--- config.mk ---
export PLATFORM = sky130hd
export DESIGN_NAME = divisor_secuencial
export DESIGN_NICKNAME = d
export VERILOG_FILES = /design/src/rtl/divisor_secuencial.sv
export SDC_FILE = /design/constraint.sdc
export NUM_CORES = 1
export LEC_CHECK = 0
export CAP_MARGIN = 5
export CORE_ASPECT_RATIO = 1.2
export CORE_MARGIN = 2
export CORE_UTILIZATION = 55
export CTS_BUF_LIST = sky130_fd_sc_hd__clkbuf_16
export DETAILED_ROUTE_END_ITERATION = 6
export PLACE_DENSITY_LB_ADDON = 0.2
export SETUP_SLACK_MARGIN = 0.3
export SLEW_MARGIN = 20
export SYNTH_ARGS = -nofsm -noshare
export SYNTH_HDL_FRONTEND = slang
export SYNTH_SLANG_ARGS = --single-unit
export TNS_END_PERCENT = 20
--- constraint.sdc ---
create_clock -name clk -period 2.69 [get_ports clk]
set_input_delay 0.269 -clock clk [delete_from_list [all_inputs] [get_ports clk]]
set_output_delay 0.269 -clock clk [all_outputs]
set_load 0.03 [all_outputs]
--- src/rtl/divisor_secuencial.sv ---
// Sequential signed divider: restoring shift-subtract on magnitudes,
// one quotient bit per enabled clock, then a sign-correction step.
module divisor_secuencial #(
    parameter int WIDTH_A = 10,
    parameter int WIDTH_B = 5
) (
    input  logic               clk,
    input  logic               rst,
    input  logic               enable,
    input  logic               start,
    input  logic [WIDTH_A-1:0] A,
    input  logic [WIDTH_B-1:0] B,
    output logic [WIDTH_A-1:0] QUOTIENT,
    output logic [WIDTH_B-1:0] REMAINDER,
    output logic               busy,
    output logic               done,
    output logic               div_by_zero,
    output logic               overflow
);

    localparam int CW = $clog2(WIDTH_A + 1);

    typedef enum logic [1:0] {
        IDLE,
        RUN,
        SIGN
    } state_t;

    state_t             state_q;
    logic [WIDTH_A-1:0] quo_q;
    logic [WIDTH_B:0]   rem_q;
    logic [WIDTH_B-1:0] dvsr_q;
    logic [CW-1:0]      cnt_q;
    logic               neg_q;
    logic               sa_q;
    logic               ovf_q;
    logic               dzp_q;

    logic [WIDTH_A-1:0] a_mag;
    logic [WIDTH_B-1:0] b_mag;
    logic [WIDTH_B+1:0] rem_sh;
    logic [WIDTH_B+1:0] trial;
    logic               trial_neg;
    logic               a_min;
    logic               b_m1;
    logic               b_zero;
    logic               last_it;

    assign a_mag  = A[WIDTH_A-1] ? -A : A;
    assign b_mag  = B[WIDTH_B-1] ? -B : B;
    assign a_min  = (A == {1'b1, {(WIDTH_A-1){1'b0}}});
    assign b_m1   = &B;
    assign b_zero = (B == '0);

    // Partial remainder stays below |B|, so the MSB of trial is a clean sign.
    assign rem_sh    = {rem_q, quo_q[WIDTH_A-1]};
    assign trial     = rem_sh - {2'b00, dvsr_q};
    assign trial_neg = trial[WIDTH_B+1];
    assign last_it   = (cnt_q == CW'(WIDTH_A - 1));

    always_ff @(posedge clk) begin
        if (rst) begin
            state_q     <= IDLE;
            quo_q       <= '0;
            rem_q       <= '0;
            dvsr_q      <= '0;
            cnt_q       <= '0;
            neg_q       <= 1'b0;
            sa_q        <= 1'b0;
            ovf_q       <= 1'b0;
            dzp_q       <= 1'b0;
            QUOTIENT    <= '0;
            REMAINDER   <= '0;
            busy        <= 1'b0;
            done        <= 1'b0;
            div_by_zero <= 1'b0;
            overflow    <= 1'b0;
        end else if (enable) begin
            done <= 1'b0;
            unique case (state_q)
                IDLE: begin
                    if (dzp_q) begin
                        dzp_q       <= 1'b0;
                        QUOTIENT    <= '1;
                        REMAINDER   <= '0;
                        div_by_zero <= 1'b1;
                        overflow    <= 1'b0;
                        done        <= 1'b1;
                    end else if (start) begin
                        if (b_zero) begin
                            dzp_q <= 1'b1;
                        end else begin
                            quo_q   <= a_mag;
                            dvsr_q  <= b_mag;
                            sa_q    <= A[WIDTH_A-1];
                            neg_q   <= A[WIDTH_A-1] ^ B[WIDTH_B-1];
                            ovf_q   <= a_min & b_m1;
                            rem_q   <= '0;
                            cnt_q   <= '0;
                            busy    <= 1'b1;
                            state_q <= RUN;
                        end
                    end
                end
                RUN: begin
                    quo_q <= {quo_q[WIDTH_A-2:0], ~trial_neg};
                    rem_q <= trial_neg ? rem_sh[WIDTH_B:0]
                                       : trial[WIDTH_B:0];
                    cnt_q <= cnt_q + CW'(1);
                    if (last_it) state_q <= SIGN;
                end
                SIGN: begin
                    QUOTIENT    <= neg_q ? -quo_q : quo_q;
                    REMAINDER   <= sa_q ? -rem_q[WIDTH_B-1:0]
                                        : rem_q[WIDTH_B-1:0];
                    overflow    <= ovf_q;
                    div_by_zero <= 1'b0;
                    done        <= 1'b1;
                    busy        <= 1'b0;
                    state_q     <= IDLE;
                end
                default: state_q <= IDLE;
            endcase
        end
    end

endmodule

* Word-level counts from Yosys, hierarchy flattened
Index checks and enable logic that the tools add are counted.
** Word-level totals
- Register bits :: 50
- Bits of input ports :: 19
- Output and inout bits :: 19
- Logic and storage cells :: 85
** Operators by class
- Add/sub/neg operators :: 6
- Equality and inequality tests :: 9
- Multiplexer cells :: 39
- Bitwise logic cells :: 5
- Reduce and logical (&&, ||, !) cells :: 11
** Operators with widths (count)
- $mux 10 :: 6
- $pmux 10 s2 :: 2
- $reduce_and 5->1 :: 5
- $mux 6 :: 4
- $neg 10->10 :: 2
- $mux 5 :: 3
- $mux 4 :: 3
- $pmux 6 s2 :: 1
- $eq 10x10->1 const B :: 1
- $ne 2x2->1 const B :: 5
- $neg 5->5 :: 2
- $pmux 5 s2 :: 1
- $mux 1 :: 9
- $mux 2 :: 4
- $pmux 1 s2 :: 4
- $pmux 4 s2 :: 1
- $sub 7x5->7 :: 1
- $logic_not 5->1 :: 1
- $add 4x1->4 const B :: 1
- $eq 4x4->1 const B :: 1
- $pmux 2 s2 :: 1
- $reduce_bool 2->1 :: 2
- $not 1->1 :: 3
- $reduce_and 3->1 :: 1
- other kinds (6) :: 6

* Depth between registers and ports, before layout
- Depth after elaboration :: 6
- Gate-level depth with buffers :: 9
- Depth with buffers taken out :: 9

* Worst setup path after synthesis
No wires, ideal clock.
- Path kind :: reg2reg
- Start point :: reg quo_q[9]
- End point :: reg rem_q[5]
- Setup time :: 134 ps
- Arrival :: 2050 ps
- Data required time :: 2556 ps
- Path slack :: 506 ps
- Stages on the path, launching flop included :: 10
- Path buffers :: 0
- Path through :: dfxtp_1 inv_1 ha_1 inv_1 fa_1 a211oi_1 o21ai_1 nand3_1 nor2_1 or4_1
** Between the ends
- Word-level cells in the longest chain between the ends :: 3
** RTL lines
- start: declaration :: RTL line 30 : logic [WIDTH_A-1:0] quo_q;
- start signal: assignment :: RTL line 93 : quo_q <= a_mag;
- start signal: assignment :: RTL line 106 : quo_q <= {quo_q[WIDTH_A-2:0], ~trial_neg};
- $sub 7x5->7 :: RTL line 57 : assign trial = rem_sh - {2'b00, dvsr_q};
- $mux 6 :: RTL line 107 : rem_q <= trial_neg ? rem_sh[WIDTH_B:0]
- $pmux 6 s2 :: RTL line 80 : unique case (state_q)
- end signal: assignment :: RTL line 107
- end: declaration :: RTL line 31 : logic [WIDTH_B:0] rem_q;
No other way between the ends.
A chain may end at the register's enable or synchronous reset.

* Final worst setup path
Same ends and word-level chain as after synthesis.

==> results.ini <==
[route]
dr_total_vias = 2575
post-route-drc-count = 0
routedWlPerCell_um = 15.6
first_pass_iters = 4
dr.first_iter.drc_count = 178
ant_nets = 0
viasPerCell = 5.96
routed_wl_um = 6740

[synth]
syn_area_mm2 = 0.00286
avgSynthCellArea_um2 = 8.53
ys_types = 57
yosysWarnings = 0
synth_nets = 367
synth_seq_area_share_pct = 35.0
synth_edf_count = 0
synthArstFlopShare_pct = 0
synth_ff_type = dfxtp_1
synth_cells = 335
synth_seq_cells = 50

[die]
die_w_um = 69.8
die_height_um = 83.0
rows = 28
die_area_mm2 = 0.00579
start_util_pct = 57.4
fp.coreArea_mm2 = 0.00497
pin_count = 38

[worst_setup_path]
crit_chain = inv_1 -> ha_1 -> inv_1 -> fa_1 -> a211oi_2 -> o21ai_2 -> nand3_1 -> nor2_1 -> or4_1
crit_required_ns = 2.85
path_common_cell = inv_1
crit_arrival_ns = 2.41
crit_fanout = 3
cp_top_family = simple AND/OR/NAND/NOR gates
crit_path_end_kind = register
cp_slowest_stage_delay_ns = 0.51
critical_path_class = reg -> reg
critPathSlowestCell = or4_1
start_kind = register
crit_buf_inv = 2

[grt]
track_usage_pct = 23.7
first_global_vias = 2472
grt_pass1_wl_um = 11400
grt-ovfl-total = 0
antenna_found_initial = 0
grt_max_degree = 38

[cts]
clock-sinks = 50
clk_latency_ns = 0.28
holdBufCountCts = 0
htree_levels = 2
cts-root-buf = clkbuf_16
cts_tree = yes
numCtsBuffers = 5
cts.clk_slew.worst_paths_ns = 0.07
clockBufferDepth = 2

[timing]
finalSetupTns_ns = 0
tightestPinTransition_ns = 0.765
timing.final.crit_share_pct = 83.7
layout_min_cycle_time_ns = 2.25
fmax_ghz = 0.444
worst_clock_skew_ns = 0.00662
setup_violations = 0
slew-limit-headroom_pct = 48.7
finalMaxSlewViolations = 0
rsz0062_at_grt = false
finalHoldViolCount = 0

[power_and_ir_drop]
total_power_mw = 1.90
powerDensity_mw_per_mm2 = 548
leakage_nw = 1.28
irDropWorstVdd_mv = 0.391

[status]
status = complete, no violations

[min_path]
hp-class = reg -> reg

[flow_run]
cap_violations = 0

[final_layout]
fillerInstances = 408
seq_area_mm2 = 0.00100
nets = 403
diodes = 0
synthToLayoutAreaGrowth_pct = 21.7
drive_gt1_share_pct = 8.60
mostFrequentLayoutCell = dfxtp_1
stdcell_count = 432
multi_input_area_mm2 = 0.00170
layout_common_cells = 50 x dfxtp_1, 46 x nor2_1, 37 x clkdlybuf4s50_1

[placed_design]
place_hpwl_um = 4800
io_buffers = 37
place_congestion = 0.920
dp_cells = 423

[sequential cells by signal, indices dropped and copies added, names as in the netlist]
signal	cells
neg_q	1
REMAINDER	5
div_by_zero	1
ovf_q	1
busy	1
cnt_q	4
rem_q	6
sa_q	1
state_q	2
overflow	1
quo_q	10
done	1
QUOTIENT	10
dzp_q	1
dvsr_q	5
[cell type report]
class	instances	area share, %
timing repair buffer	46	12.6
clock inverter	3	1.98
clock buffer	5	3.60
tap	60	2.16
inverter	19	2.05
multi-input combinational	249	48.8
sequential	50	28.8
[path summary, 6_finish.rpt]
kind	from	end	slack, ns	depth (start not counted)
setup / recovery	quo_q[9]	rem_q[5]	0.44	9
hold / removal	ovf_q	ovf_q	0.46	2
setup reg to reg	quo_q[9]	rem_q[5]	0.44	9
hold reg to reg	ovf_q	ovf_q	0.46	2
[tightest hold or removal path: cells and delay by family, from the launching register on]
kind / cells / cell delay [ns]
DFF: 1 / 0.31
and+or+nand+nor: 1 / 0.05
AOI/OAI and AO/OA: 1 / 0.05
[cells in the mapped netlist, drive strengths merged, types with 5 or more instances]
cell / n / share of area (%)
nand2b: 9 / 2.2
ha: 12 / 5.3
o21ai: 17 / 3.2
a22oi: 6 / 1.6
mux2i: 5 / 1.8
dfxtp: 50 / 35
nor2: 46 / 6.0
nor3: 9 / 1.6
xor2: 13 / 4.0
nand2: 21 / 2.8
inv: 19 / 2.5
xnor2: 11 / 3.6
buf: 7 / 1.7
clkbuf: 10 / 1.7
a211oi: 16 / 4.4
a21oi: 19 / 3.3
nand3: 7 / 1.2
o31ai: 9 / 2.8
nor2b: 5 / 1.1
[what timing repair did]
item | CTS | global route
setup endpoints to repair | 3 | 5
buffers inserted | 1 | 0
pin swaps | 1 | 0
gates resized for setup | 0 | 2
endpoints found under the hold margin | 0 | 0
[cells by family (layout without fill, tap and decap cells)]
group	after synthesis	after routing	synth area share (%)
flip-flops	50	50	35.0
buffers and inverters	36	73	5.87
multiplexers	5	5	1.75
AO/OA/AOI/OAI	89	89	22.5
XOR/XNOR	24	24	7.62
AND/OR/NAND/NOR	118	118	21.3
adder cells (fa/ha/maj)	13	13	5.95
[through the flow]
stage | setup slack [ns] | cell area, um^2 | hold WS (ns) | util (%)
final | 0.440 | 3480 | 0.461 | 69.9
after global routing | 0.330 | 3480 | 0.490 | 69.9
after CTS | 0.295 | 3470 | 0.464 | 69.7
after detailed placement | 0.242 | 3270 | 0.454 | 65.7
after global placement | 0.250 | 3270 | 0.449 | 65.7
after floorplan | 0.506 | 2860 | 0.405 | -
[where the power goes]
| part | switching [mW] | total, mW | internal (mW) |
|---|---|---|---|
| Combinational | 0.168 | 0.305 | 0.137 |
| Sequential | 0.0316 | 0.793 | 0.762 |
| Clock | 0.272 | 0.806 | 0.534 |
| Total | 0.471 | 1.90 | 1.43 |
[per-layer routing]
| metal | GRT usage, % | wire length, um | part of all wire (%) | vias up |
|---|---|---|---|---|
| met1 | 29.6 | 2810 | 42 | 1206 |
| met2 | 40.7 | 3450 | 51 | 78 |
| met3 | 4.00 | 304 | 4.5 | 12 |
| li1 | - | - | - | 1279 |
| met5 | 0 | 0 | 0 | - |
| met4 | 8.92 | 174 | 2.6 | 0 |
No activity file was read; power rests on OpenSTA's default activity.
